**config.mk**
```make
export PLATFORM = sky130hd
export DESIGN_NAME = noc_inject_arbiter
export DESIGN_NICKNAME = d
export VERILOG_FILES = /design/src/rtl/noc_inject_arbiter.sv
export SDC_FILE = /design/constraint.sdc
export NUM_CORES = 1
export LEC_CHECK = 0
export CAP_MARGIN = 5
export CORE_AREA = 2 2 526 528
export CTS_CLUSTER_DIAMETER = 100
export CTS_CLUSTER_SIZE = 25
export DETAILED_ROUTE_END_ITERATION = 12
export DIE_AREA = 0 0 528 530
export PLACE_DENSITY = 0.3
export SYNTH_ARGS = -nofsm -noshare
export SYNTH_HDL_FRONTEND = slang
export SYNTH_SLANG_ARGS = --single-unit
```
**constraint.sdc**
```tcl
create_clock -name clk -period 17.3 [get_ports clk]
set_clock_uncertainty 0.15 [all_clocks]
set_input_delay 4.325 -clock clk [delete_from_list [all_inputs] [get_ports clk]]
set_output_delay 4.325 -clock clk [all_outputs]
set_load 0.01 [all_outputs]
```
**src/rtl/noc_inject_arbiter.sv**
```systemverilog
// Round-robin arbiter sharing one router injection port among N requesters.
// One registered output slice; full throughput with per-requester grant counters.
module noc_inject_arbiter #(
  parameter int unsigned N           = 4,
  parameter int unsigned data_width  = 256,
  parameter int unsigned x_size      = 1,
  parameter int unsigned y_size      = 1,
  parameter int unsigned total_width = x_size + y_size + data_width,
  parameter int unsigned cnt_width   = 16,
  localparam int unsigned gid_w      = (N > 1) ? $clog2(N) : 1
) (
  input  logic                       clk,
  input  logic                       rst,
  input  logic [N-1:0]               i_valid,
  input  logic [N*total_width-1:0]   i_data,
  output logic [N-1:0]               o_ready,
  output logic                       o_valid,
  output logic [total_width-1:0]     o_data,
  input  logic                       i_ready,
  output logic [gid_w-1:0]           o_grant_id,
  output logic [N*cnt_width-1:0]     o_grant_cnt
);

  logic                   ld;
  logic                   found;
  logic                   grant;
  logic [gid_w-1:0]       win;
  logic [gid_w-1:0]       ptr;
  logic [2*N-1:0]         req2;
  logic [total_width-1:0] sel_flit;
  logic [cnt_width-1:0]   cnt [N];

  // Double-width masked priority search: first valid strictly after ptr, wrapping.
  always_comb begin
    ld    = !o_valid || i_ready;
    req2  = {i_valid, i_valid};
    found = 1'b0;
    win   = '0;
    for (int k = 0; k < 2*N; k++) begin
      if (!found && req2[k] && (k > int'(ptr))) begin
        found = 1'b1;
        win   = gid_w'(k % N);
      end
    end
    grant = ld && found && !rst;
  end

  // Winner flit select and one-hot accept.
  always_comb begin
    sel_flit = '0;
    o_ready  = '0;
    for (int k = 0; k < N; k++) begin
      if (win == gid_w'(k)) begin
        sel_flit   = i_data[k*total_width +: total_width];
        o_ready[k] = grant;
      end
    end
  end

  always_ff @(posedge clk or posedge rst) begin
    if (rst) begin
      o_valid    <= 1'b0;
      o_data     <= '0;
      o_grant_id <= '0;
      ptr        <= gid_w'(N - 1);
      for (int k = 0; k < N; k++) begin
        cnt[k] <= '0;
      end
    end else begin
      // A drain with no new winner empties the slice; a load refills it.
      if (ld) begin
        o_valid <= found;
      end
      if (grant) begin
        o_data     <= sel_flit;
        o_grant_id <= win;
        ptr        <= win;
      end
      for (int k = 0; k < N; k++) begin
        if (grant && (win == gid_w'(k))) begin
          cnt[k] <= cnt[k] + cnt_width'(1);
        end
      end
    end
  end

  for (genvar g = 0; g < N; g++) begin : g_cnt_out
    assign o_grant_cnt[g*cnt_width +: cnt_width] = cnt[g];
  end

endmodule
```
# Word level (Yosys, flattened, before mapping)
# Index checks and enable logic that the tools add are counted.
# W data, S select, Z words.
# word_totals
register_bits	327
in_bits	1039
out_inout_bits	329
word_cells	65
# op_classes
addsub	4
order_cmp	3
eq_ne	3
n_mux	22
n_reduce_logical	25
# op_table
operator	n
$mux W258	4
$add A16 B1 Y16 const B	4
$logic_and A1 B1 Y1	15
$mux W1	12
$mux W2	6
$logic_not A1 Y1	8
$eq A2 B2 Y1 const B	2
$gt A2 B2 Y1 const A	2
$eq A2 B1 Y1 const B	1
$gt A1 B2 Y1 const A	1
$logic_not A2 Y1	1
$logic_or A1 B1 Y1	1

# Logic depth before layout (Yosys ltp)
# Gate-level depths: netlist (run 1).
# logic_depth
depth_word	28
depth_mapped	11
ltp_nobuf	6

# Worst setup path before layout (run 1)
# Ideal clock, no wire load.
# synth_path
path_type	input to output
from	input port i_valid[0]
to	output port o_ready[3]
arrival_ps	5687
required_ps	12825
setup_slack_ps	7138
path_stages	6
n_path_buf	3
path_cell_list	buf_2 -> nor4_2 -> or3_1 -> buf_2 -> clkbuf_1 -> nor3_1
# synth_between
elab_chain_len	14
word_cells_on_any_way	19
classes_between	1 x eq/ne; 9 x mux; 9 x reduce/logical
# synth_lines
element	line_no	source
start, declared	14	input logic [N-1:0] i_valid,
$logic_and A1 B1 Y1 *	40	if (!found && req2[k] && (k > int'(ptr))) begin
$mux W1	40	
$logic_not A1 Y1	40	
$logic_and A1 B1 Y1	40	
$mux W1	40	
$logic_not A1 Y1	40	
$logic_and A1 B1 Y1	40	
$mux W1	40	
$logic_not A1 Y1	40	
$logic_and A1 B1 Y1	40	
$mux W1	40	
$logic_and A1 B1 Y1 (2 in series)	45	grant = ld && found && !rst;
$mux W1 *	53	if (win == gid_w'(k)) begin
end, declared	16	output logic [N-1:0] o_ready,
# Mark *: on every way between the ends. The rest lies on a longest branch, timed or not.

# Worst setup path in the final report (run 1)
# layout_path
from	input port i_valid[2]
to	output port o_ready[2]
# layout_between
elab_chain_len	22
word_cells_on_any_way	29
classes_between	1 x eq/ne; 13 x mux; 15 x reduce/logical
# layout_lines
element	line_no
$logic_and A1 B1 Y1 (2 in series)	40
$mux W1	40
$logic_not A1 Y1	40
$logic_and A1 B1 Y1 (2 in series)	40
$mux W1	40
$logic_not A1 Y1	40
$logic_and A1 B1 Y1	40
$mux W1	40
[3 not listed]	--
$logic_not A1 Y1	40
$logic_and A1 B1 Y1	40
$mux W1	40
$logic_not A1 Y1	40
$logic_and A1 B1 Y1	40
$mux W1	40
$logic_and A1 B1 Y1 (2 in series)	45
$mux W1 *	53
# Marks and branches as above.

==> results.md, run 1 <==
- Antenna violations before repair: 110
- Drt drc: 0
- Routed Antenna Nets: 0
- Setup Fix Bufs, Post-CTS: 0
- Yosys warnings: 0
- Post-synth net total: 4,218
- Peak VDD IR: 0.0628 mV
- Sequential Power Share: 0.257
- Crit path DAT: 8.11 ns
- Commonest cells post-synth: 395 x nand3_1, 325 x dfrtp_1, 288 x clkbuf_1
- Clock network power share: 0.239
- Async set-reset flop share out of synthesis: 1.00
- Filler Cell Count: 31,300
- F_max: 79.5 MHz
- Leakage: between 10 and 15 nW
- Area of the multi-input gates: 0.0144 sq mm
- Share of the clock period used by the worst path: 0.727
- Worst skew pair latency: 0.68 ns
- Total power draw: 0.00469 W
- Routed WL: ~250,000 um
- Register area: about 0.0082 sq mm
- Number of synthesized flops with an enable pin: 0
- Internal cell power: 0.00251 W
- WHS: 0.323 ns
- Core area: 0.275 sq mm
- Largest net degree at the start of global routing: 148
- First-pass GRT wire length: around 320,000 um
- Sequential area share after synthesis: 0.329
- Status: finished, final reports clean
- Maximum clock insertion buffer count: 3
- CP Class: input pin to primary output
- Final Hold Violating Endpoints: 0
- GR Overflow Total: 0
- Area growth, synth to finish: 75.7%
- Clock transition at path regs: 0.08 ns
- Routing usage on met2: 0.301
- Final setup fails: 0
- Grt met1 use: 0.186
- Starting DRC count in detailed routing: 2,279
- Psw: between 0.002 and 0.0025 W
- Share of cells above drive strength 1: 0.0454
- Die H: between 500 and 600 um
- Via density: 4.18
- Critical path launch point type: input pin
- Post-synth top flop: dfrtp_1
- Post-DP HPWL: approximately 180,000 um
- CTS buffer count: 45
- Worst endpoint required time: roughly 13 ns
- Nets: 5,300
- Tmin final: approximately 13 ns
- Die Area: 0.280 sq mm
- I/O pin cnt: 1,368
- Die width: between 500 and 600 um
- RSZ-0062 raised after global routing: false
- Logic pwr share: 0.505
- Total GRT Usage: 0.167
- PwrDens: 107 mW/mm^2
- Most Crowded Layer GR: met2
- Post-route cell area: 0.0438 sq mm
- Final Max Tran Viols: 0
- Clk sinks: 327
- Routed via count: around 33,000
- Hold-fix buffers, CTS: 0
- Max cap viols: 0
- Num rows: 193
- Dpl cell area: between 0.04 and 0.05 sq mm
- Crit-path max FO: 70
- Clock Tree Root: clkbuf_16
- Cells after Synth: about 3,200
- Sw frac: 0.464
- Setup TNS: 0 ns
- M3 GR Usage: 0.0547
- CP endpoint kind: primary output
- CTS tree: yes
- Post-synth top area share: 0.327
- CTS resizes: 0
- Slew margin rel.: 0.148
- Synthesized flop and latch total: 327
- Synth top area cells: dfrtp_1 33%, nand3_1 7.9%, a211oi_1 7.3%
- HP Class: flip-flop to flip-flop
- Final Util: 0.159
- Number of I/O port buffers: 1,367
- Vias in the first global route: 34,000
- First-pass DRT Iterations: 5
- Post-synth cell types: 58
- Dominant cell type by area after synthesis: dfrtp_1
- Starting density of the core: 0.0906
- Synthesized area: 0.0249 sq mm
- H-Tree Depth: 2
- Drt wl/cell: roughly 31 um
- Placer Congestion: between 0.8 and 0.9
- Top-count cell post-synth: nand3_1
- Worst slew pin tran: 1.28 ns
- Post-Syn Area per Cell: 7.84 sq um
sequential cells by signal, indices dropped and copies added, names as in the netlist:
| name | cells |
|---|---|
| o_data | 258 |
| o_grant_cnt | 64 |
| o_grant_id | 2 |
| o_valid | 1 |
| ptr | 2 |
critical path: stages:
cell             delay [ns]
clkdlybuf4s50_1        0.79
nor4_2                 0.52
or3_4                  0.67
buf_4                  0.75
nor2_1                 0.32
clkdlybuf4s50_1        0.66
per-stage QoR:
| stage | instances | setup WS (ns) |
|---|---|---|
| 2_1_floorplan | 3175 | 3.77 |
| 3_3_place_gp | 7815 | 4.68 |
| 3_5_place_dp | 7816 | 4.69 |
| 4_1_cts | 7898 | 4.66 |
| 5_1_grt | 7914 | 4.50 |
| 6_report | 7929 | 4.72 |
power by group through the flow:
stage / sequential [W] / clock, W / combinational, W
final: 0.00120 / 0.00112 / 0.00237
after global routing: 0.00123 / 0.00118 / 0.00252
after CTS: 0.00121 / 0.00117 / 0.00244
after detailed placement: 0.00122 / 0 / 0.00243
after global placement: 0.00122 / 0 / 0.00243
after floorplan: 0.00123 / 0 / 0.000853
path summary, 6_finish.rpt:
path	slack [ns]	cells past startpoint	end	start
max	4.72	6	o_ready[2]	i_valid[2]
min	0.32	1	o_grant_cnt[63]$_DFFE_PP0P_	o_grant_cnt[63]$_DFFE_PP0P_
max reg2reg	11.96	8	o_data[55]$_DFFE_PP0P_	ptr[1]$_DFFE_PP1P_
min reg2reg	0.32	1	o_grant_cnt[63]$_DFFE_PP0P_	o_grant_cnt[63]$_DFFE_PP0P_
max in group asynchronous	10.42	4	o_data[33]$_DFFE_PP0P_	rst
min in group asynchronous	4.19	2	o_data[240]$_DFFE_PP0P_	rst
kinds of logic after synthesis:
family,share of synthesized area
AOI/OAI and AO/OA,0.392
xor gates and xnor gates,0.0211
muxes,0.00181
DFF,0.329
adders and majority gates,0.00201
and+or+nand+nor,0.154
buffers and inverters,0.0997
layer usage:
layer | part of all wire | up-vias
met1 | 0.38 | 16700
met5 | 0.0020 | -
met3 | 0.087 | 308
li1 | - | 14400
met4 | 0.029 | 78
met2 | 0.50 | 1618
final cells by class:
cell class              instances  share of cell area
flip-flops and latches        327               0.187
clock inverters                34             0.00989
well taps                    3607               0.103
repair buffers               1435               0.327
clock buffers                  48              0.0264
inverters                     197              0.0171
multi-input cells            2251               0.328
diodes                         30             0.00172
cells in the final DEF, fill, tap and decap left out, types with 16 or more instances in the layout:
cell type        netlist  final
clkdlybuf4s50_1        0   1367
nand3_1              395    394
dfrtp_1              325    325
a211oi_1             242    242
o21ai_0              212    211
inv_1                197    196
a21oi_1              192    192
o211ai_1             189    189
o22ai_1              187    187
a221oi_1             177    177
nor2_1               128    128
or3_1                 71     70
o21ai_1               63     64
buf_4                  6     58
and2_1                57     57
o21a_1                57     56
a2111oi_0             55     55
clkbuf_16              0     45
xnor2_1               44     44
nand2_1               40     40
diode_2                0     30
a22oi_1               16     16
xor2_1                16     16
Note: power is estimated with default switching activity, not from simulation.
==> run 2, diff against run 1 <==
clock period = 13.15 ns   (was 17.3 ns; I/O delays follow)
==> results.md, run 2 (synthesis results as in run 1) <==
- Status: finished, final reports clean
- WHS: 0.327 ns (+0.00367 ns)
- Post-DP HPWL: 181,000 um (+0.68%)
- Via density: 4.16 (-0.39%)
- Peak VDD IR: 0.102 mV (+62%)
- Sequential Power Share: 0.262 (+0.005)
- Share of cells above drive strength 1: 0.0445 (-0.000911)
- Starting DRC count in detailed routing: 2,285 (+0.26%)
- Most frequent cells in the layout: 1,367 x clkdlybuf4s50_1, 394 x nand3_1, 325 x dfrtp_1
- Clk sinks: 327 (unchanged)
- Nets: 5,300 (unchanged)
- Worst slew pin tran: 1.23 ns (-0.0473 ns)
- Drt wl/cell: 31.1 um (about the same)
- Die Area: 0.280 sq mm (unchanged)
- Leakage: 14.8 nW (-0.22%)
- Routed WL: 246,000 um (about the same)
- CTS tree: yes
- Die H: 530 um (unchanged)
- Final Util: 0.159 (-0.000342)
- Max FFs per register: 258 (unchanged)
- Clock Tree Root: clkbuf_16
- CTS buffer count: 42 (-6.7%)
- Die width: 528 um (unchanged)
- Final Max Tran Viols: 0 (unchanged)
- Tmin final: 9.76 ns
- Internal cell power: 0.00324 W (+29%)
- Routed via count: 33,000 (-0.39%)
- Max cap viols: 0 (unchanged)
- I/O pin cnt: 1,368 (unchanged)
- Hold-fix buffers, CTS: 0 (unchanged)
- Routed Antenna Nets: 0 (unchanged)
- Worst endpoint required time: 9.71 ns (-3.12 ns)
- Cell family with most CP delay: buffers and inverters
- Crit-path max FO: 47 (-33%)
- F_max: 102 MHz
- Clock transition at path regs: 0.08 ns (about the same)
- Area growth, synth to finish: 75.3%
- CTS resizes: 0 (unchanged)
- Placed Cells: 7,820 (+0.051%)
- Buf/Inv on CP: 2 (-1)
- Slew margin rel.: 0.180 (+0.0315)
- Vias in the first global route: 33,900 (-0.39%)
- Cell Chain, Critical Path: clkdlybuf4s50_1 > nor4_2 > or3_4 > nor2_1 > clkdlybuf4s50_1
- Most common cell after layout, fill and taps aside: clkdlybuf4s50_1
- First-pass DRT Iterations: 6 (+1)
- Logic pwr share: 0.511 (+0.006)
- Antenna violations before repair: 97 (-12%)
- CP endpoint kind: primary output
- Final Hold Violating Endpoints: 0 (unchanged)
- Starting density of the core: 0.0906 (unchanged)
- First-pass GRT wire length: 324,000 um (+0.14%)
- RSZ-0062 raised after global routing: false
- Cell mode on critical path: clkdlybuf4s50_1
- Worst path max stage delay: 0.95 ns (+0.16 ns)
- Clock network power share: 0.227 (-0.012)
- Crit path DAT: 6.32 ns (-1.79 ns)
- Largest net degree at the start of global routing: 111 (-25%)
- Layout Cells excl Fill: 7,929 (unchanged)
- Setup TNS: 0 ns (unchanged)
- PwrDens: 139 mW/mm^2 (+30%)
- Psw: 0.00283 W (+30%)
- Final setup fails: 0 (unchanged)
- GR Overflow Total: 0 (unchanged)
- Placer Congestion: 0.836 (+0.59%)
- Core area: 0.275 sq mm (unchanged)
- Share of the clock period used by the worst path: 0.742
- CP Class: input pin to primary output
- Total GRT Usage: 0.167 (+0.000322)
- Setup Fix Bufs, Post-CTS: 0 (unchanged)
- HP Class: flip-flop to flip-flop
- Drt drc: 0 (unchanged)
- H-Tree Depth: 2 (unchanged)
- Critical path launch point type: input pin
- Maximum clock insertion buffer count: 3 (unchanged)
- Sw frac: 0.466 (+0.00144)
- Num rows: 193 (unchanged)
- Number of I/O port buffers: 1,367 (unchanged)
- Worst skew pair latency: 0.68 ns (about the same)
- Slowest CP cell: clkdlybuf4s50_1
- Top reg by flops: o_data
==> run 2: cell types whose count changed in the layout (fill, tap and decap cells not counted), moves of 3 or more <==
cell | before | now
clkinv_2 | 0 | 4
buf_4 | 58 | 62
clkinvlp_4 | 5 | 2
inv_6 | 14 | 5
==> run 2: metrics by stage <==
stage	setup slack, ns	cell area [sq um]	total power (W)
2_1_floorplan	0.661	24900	0.00274
3_3_place_gp	3.39	42100	0.00481
3_5_place_dp	3.36	42100	0.00480
4_1_cts	3.35	43600	0.00625
5_1_grt	3.23	43600	0.00640
6_report	3.39	43700	0.00607
==> run 2: routing by layer <==
layer | routed length [um] | global-route usage | up-vias
li1 | - | - | 14400
met1 | 92300 | 0.186 | 16700
met2 | 124000 | 0.298 | 1533
met3 | 21000 | 0.0530 | 286
met4 | 8820 | 0.0578 | 74
met5 | 461 | 0 | -
==> run 2: power groups by stage <==
| stage | clock, W | sequential, W | combinational [W] |
|---|---|---|---|
| after floorplan | 0 | 0.00162 | 0.00112 |
| after global placement | 0 | 0.00161 | 0.00320 |
| after detailed placement | 0 | 0.00161 | 0.00319 |
| after CTS | 0.00145 | 0.00160 | 0.00321 |
| after global routing | 0.00147 | 0.00163 | 0.00330 |
| final | 0.00138 | 0.00159 | 0.00310 |
==> run 2: worst reg2reg max path, cell delays in order (launching register included) <==
cell,delay (ns)
dfstp_2,0.72
o21bai_4,0.20
buf_12,0.43
and2_4,0.68
or2_4,0.50
buf_4,0.59
buf_4,0.78
a221oi_1,0.26
a21oi_1,0.18
==> run 2: path summary, 6_finish.rpt <==
path,start,slack (ns),end,depth (start not counted)
worst min register to register,o_grant_cnt[63]$_DFFE_PP0P_,0.33,o_grant_cnt[63]$_DFFE_PP0P_,1
min in group asynchronous,rst,3.19,o_grant_cnt[30]$_DFFE_PP0P_,2
worst max register to register,ptr[1]$_DFFE_PP1P_,8.54,o_data[17]$_DFFE_PP0P_,8
worst max-delay path,i_valid[2],3.39,o_ready[2],5
worst min-delay path,o_grant_cnt[63]$_DFFE_PP0P_,0.33,o_grant_cnt[63]$_DFFE_PP0P_,1
max in group asynchronous,rst,7.51,o_data[53]$_DFFE_PP0P_,4
==> run 2: cell type report <==
type,instances,area [sq um]
clock inverter,28,347
fill,31200,231000
tap,3607,4510
timing repair buffer,1438,14300
multi-input combinational,2251,14400
inverter,197,747
antenna,32,80.1
sequential,327,8190
clock buffer,49,1130
==> run 3, diff against run 2 <==
clock period = 9.4 ns   (was 13.15 ns; I/O delays follow)
==> results.md, run 3 (synthesis results as in run 1) <==
- Filler Cell Count: 31,200 (-0.083%)
- Routed via count: 33,400 (+1.1%)
- GR Overflow Total: 0 (unchanged)
- Hold-fix buffers, CTS: 0 (unchanged)
- Largest net degree at the start of global routing: 143 (+29%)
- Slew margin rel.: 0.0989 (-0.0811)
- Final Hold Violating Endpoints: 0 (unchanged)
- Setup TNS: 0 ns (unchanged)
- Layout Cells excl Fill: 7,948 (+0.24%)
- Number of I/O port buffers: 1,367 (unchanged)
- CTS tree: yes
- Die H: 530 um (unchanged)
- M3 GR Usage: 0.0545 (+0.00154)
- Placer Congestion: 0.891 (+6.6%)
- Clk sinks: 327 (unchanged)
- Most frequent cells in the layout: 1,367 x clkdlybuf4s50_1, 394 x nand3_1, 325 x dfrtp_1
- Clock Tree Root: clkbuf_16
- Dpl cell area: 0.0423 sq mm (+0.40%)
- Leakage: 15.0 nW (+1.0%)
- Worst endpoint required time: 6.90 ns (-2.81 ns)
- Final Max Tran Viols: 0 (unchanged)
- CTS buffer count: 47 (+12%)
- Drt wl/cell: 32.4 um (+4.2%)
- Reg2reg setup slack: 4.98 ns (-3.56 ns)
- Share of cells above drive strength 1: 0.0488 (+0.00425)
- Die width: 528 um (unchanged)
- Vias in the first global route: 34,100 (+0.69%)
- Top reg by flops: o_data
- CP endpoint kind: primary output
- Setup Fix Bufs, Post-CTS: 0 (unchanged)
- First-pass GRT wire length: 336,000 um (+3.5%)
- Starting density of the core: 0.0906 (unchanged)
- Crit-path max FO: 35 (-26%)
- WHS: 0.320 ns (-0.00646 ns)
- Starting DRC count in detailed routing: 2,445 (+7.0%)
- First-pass DRT Iterations: 5 (-1)
- I/O pin cnt: 1,368 (unchanged)
- F_max: 126 MHz
- CTS resizes: 0 (unchanged)
- Post-route cell area: 0.0440 sq mm (+0.84%)
- Placed Cells: 7,825 (+0.064%)
- Share of the clock period used by the worst path: 0.847
- Critical path launch point type: input pin
- Clock transition at path regs: 0.08 ns (about the same)
- Area growth, synth to finish: 76.8%
- PwrDens: 200 mW/mm^2 (+44%)
- Max cap viols: 0 (unchanged)
- Tmin final: 7.96 ns
- Via density: 4.20 (+0.87%)
- Status: finished, final reports clean
- RSZ-0062 raised after global routing: false
- Core area: 0.275 sq mm (unchanged)
- CP Class: input pin to primary output
- Routing usage on met2: 0.313 (+0.0147)
- Routed WL: 257,000 um (+4.4%)
- Post-DP HPWL: 190,000 um (+4.5%)
- Drt drc: 0 (unchanged)
- Routed Antenna Nets: 0 (unchanged)
- Most common cell after layout, fill and taps aside: clkdlybuf4s50_1
- H-Tree Depth: 2 (unchanged)
- Total GRT Usage: 0.175 (+0.00732)
- Grt met1 use: 0.188 (+0.00211)
- Crit path DAT: 5.46 ns (-0.86 ns)
- Most Crowded Layer GR: met2
- HP Class: flip-flop to flip-flop
- Nets: 5,310 (+0.19%)
- Peak VDD IR: 0.136 mV (+33%)
- Antenna violations before repair: 118 (+22%)
- Die Area: 0.280 sq mm (unchanged)
- Worst slew pin tran: 1.35 ns (+0.122 ns)
- Max FFs per register: 258 (unchanged)
- Worst skew pair latency: 0.71 ns (+0.03 ns)
- Maximum clock insertion buffer count: 3 (unchanged)
- Final setup fails: 0 (unchanged)
- Num rows: 193 (unchanged)
run 3: worst max-delay path: stages:
cell	delay [ns]
clkdlybuf4s50_1	0.92
nor4_2	0.16
or3_4	0.64
nor2_1	0.67
clkdlybuf4s50_1	0.71
run 3: final cells by class:
class | count | area (sq um) | share of cell area
repair buffers | 1443 | 14500 | 0.329
multi-input cells | 2251 | 14400 | 0.326
flip-flops and latches | 327 | 8190 | 0.186
well taps | 3607 | 4510 | 0.102
clock buffers | 52 | 1230 | 0.0280
inverters | 197 | 743 | 0.0169
clock inverters | 36 | 433 | 0.00983
diodes | 35 | 87.6 | 0.00199
run 3: power by group:
group          internal (W)  switching [W]  leakage [nW]  total, W
Sequential          0.00182       0.000428          3.89   0.00224
Clock               0.00108        0.00102         0.814   0.00210
Combinational       0.00176        0.00269          10.3   0.00445
run 3: per-stage QoR:
step / total power (W) / setup slack (ns) / util
after floorplan: 0.00383 / 2.54 / -
after global placement: 0.00685 / 1.42 / 0.154
after detailed placement: 0.00683 / 1.40 / 0.154
after CTS: 0.00902 / 1.38 / 0.160
after global routing: 0.00923 / 1.28 / 0.160
final: 0.00880 / 1.44 / 0.160
run 3: metal layers:
layer / vias up / routed length [um]
li1: 14500 / -
met1: 16900 / 94400
met2: 1623 / 130000
met3: 354 / 21100
met4: 60 / 11400
met5: - / 386
run 3: path summary, 6_finish.rpt:
| check | depth (start not counted) | end | startpoint |
|---|---|---|---|
| min in group asynchronous | 2 | o_grant_cnt[48]$_DFFE_PP0P_ | rst |
| worst max-delay path | 5 | o_ready[2] | i_valid[2] |
| worst min-delay path | 1 | o_grant_cnt[63]$_DFFE_PP0P_ | o_grant_cnt[63]$_DFFE_PP0P_ |
| worst min register to register | 1 | o_grant_cnt[63]$_DFFE_PP0P_ | o_grant_cnt[63]$_DFFE_PP0P_ |
| worst max register to register | 7 | o_data[159]$_DFFE_PP0P_ | o_valid$_DFFE_PP0N_ |
| max in group asynchronous | 4 | o_data[62]$_DFFE_PP0P_ | rst |
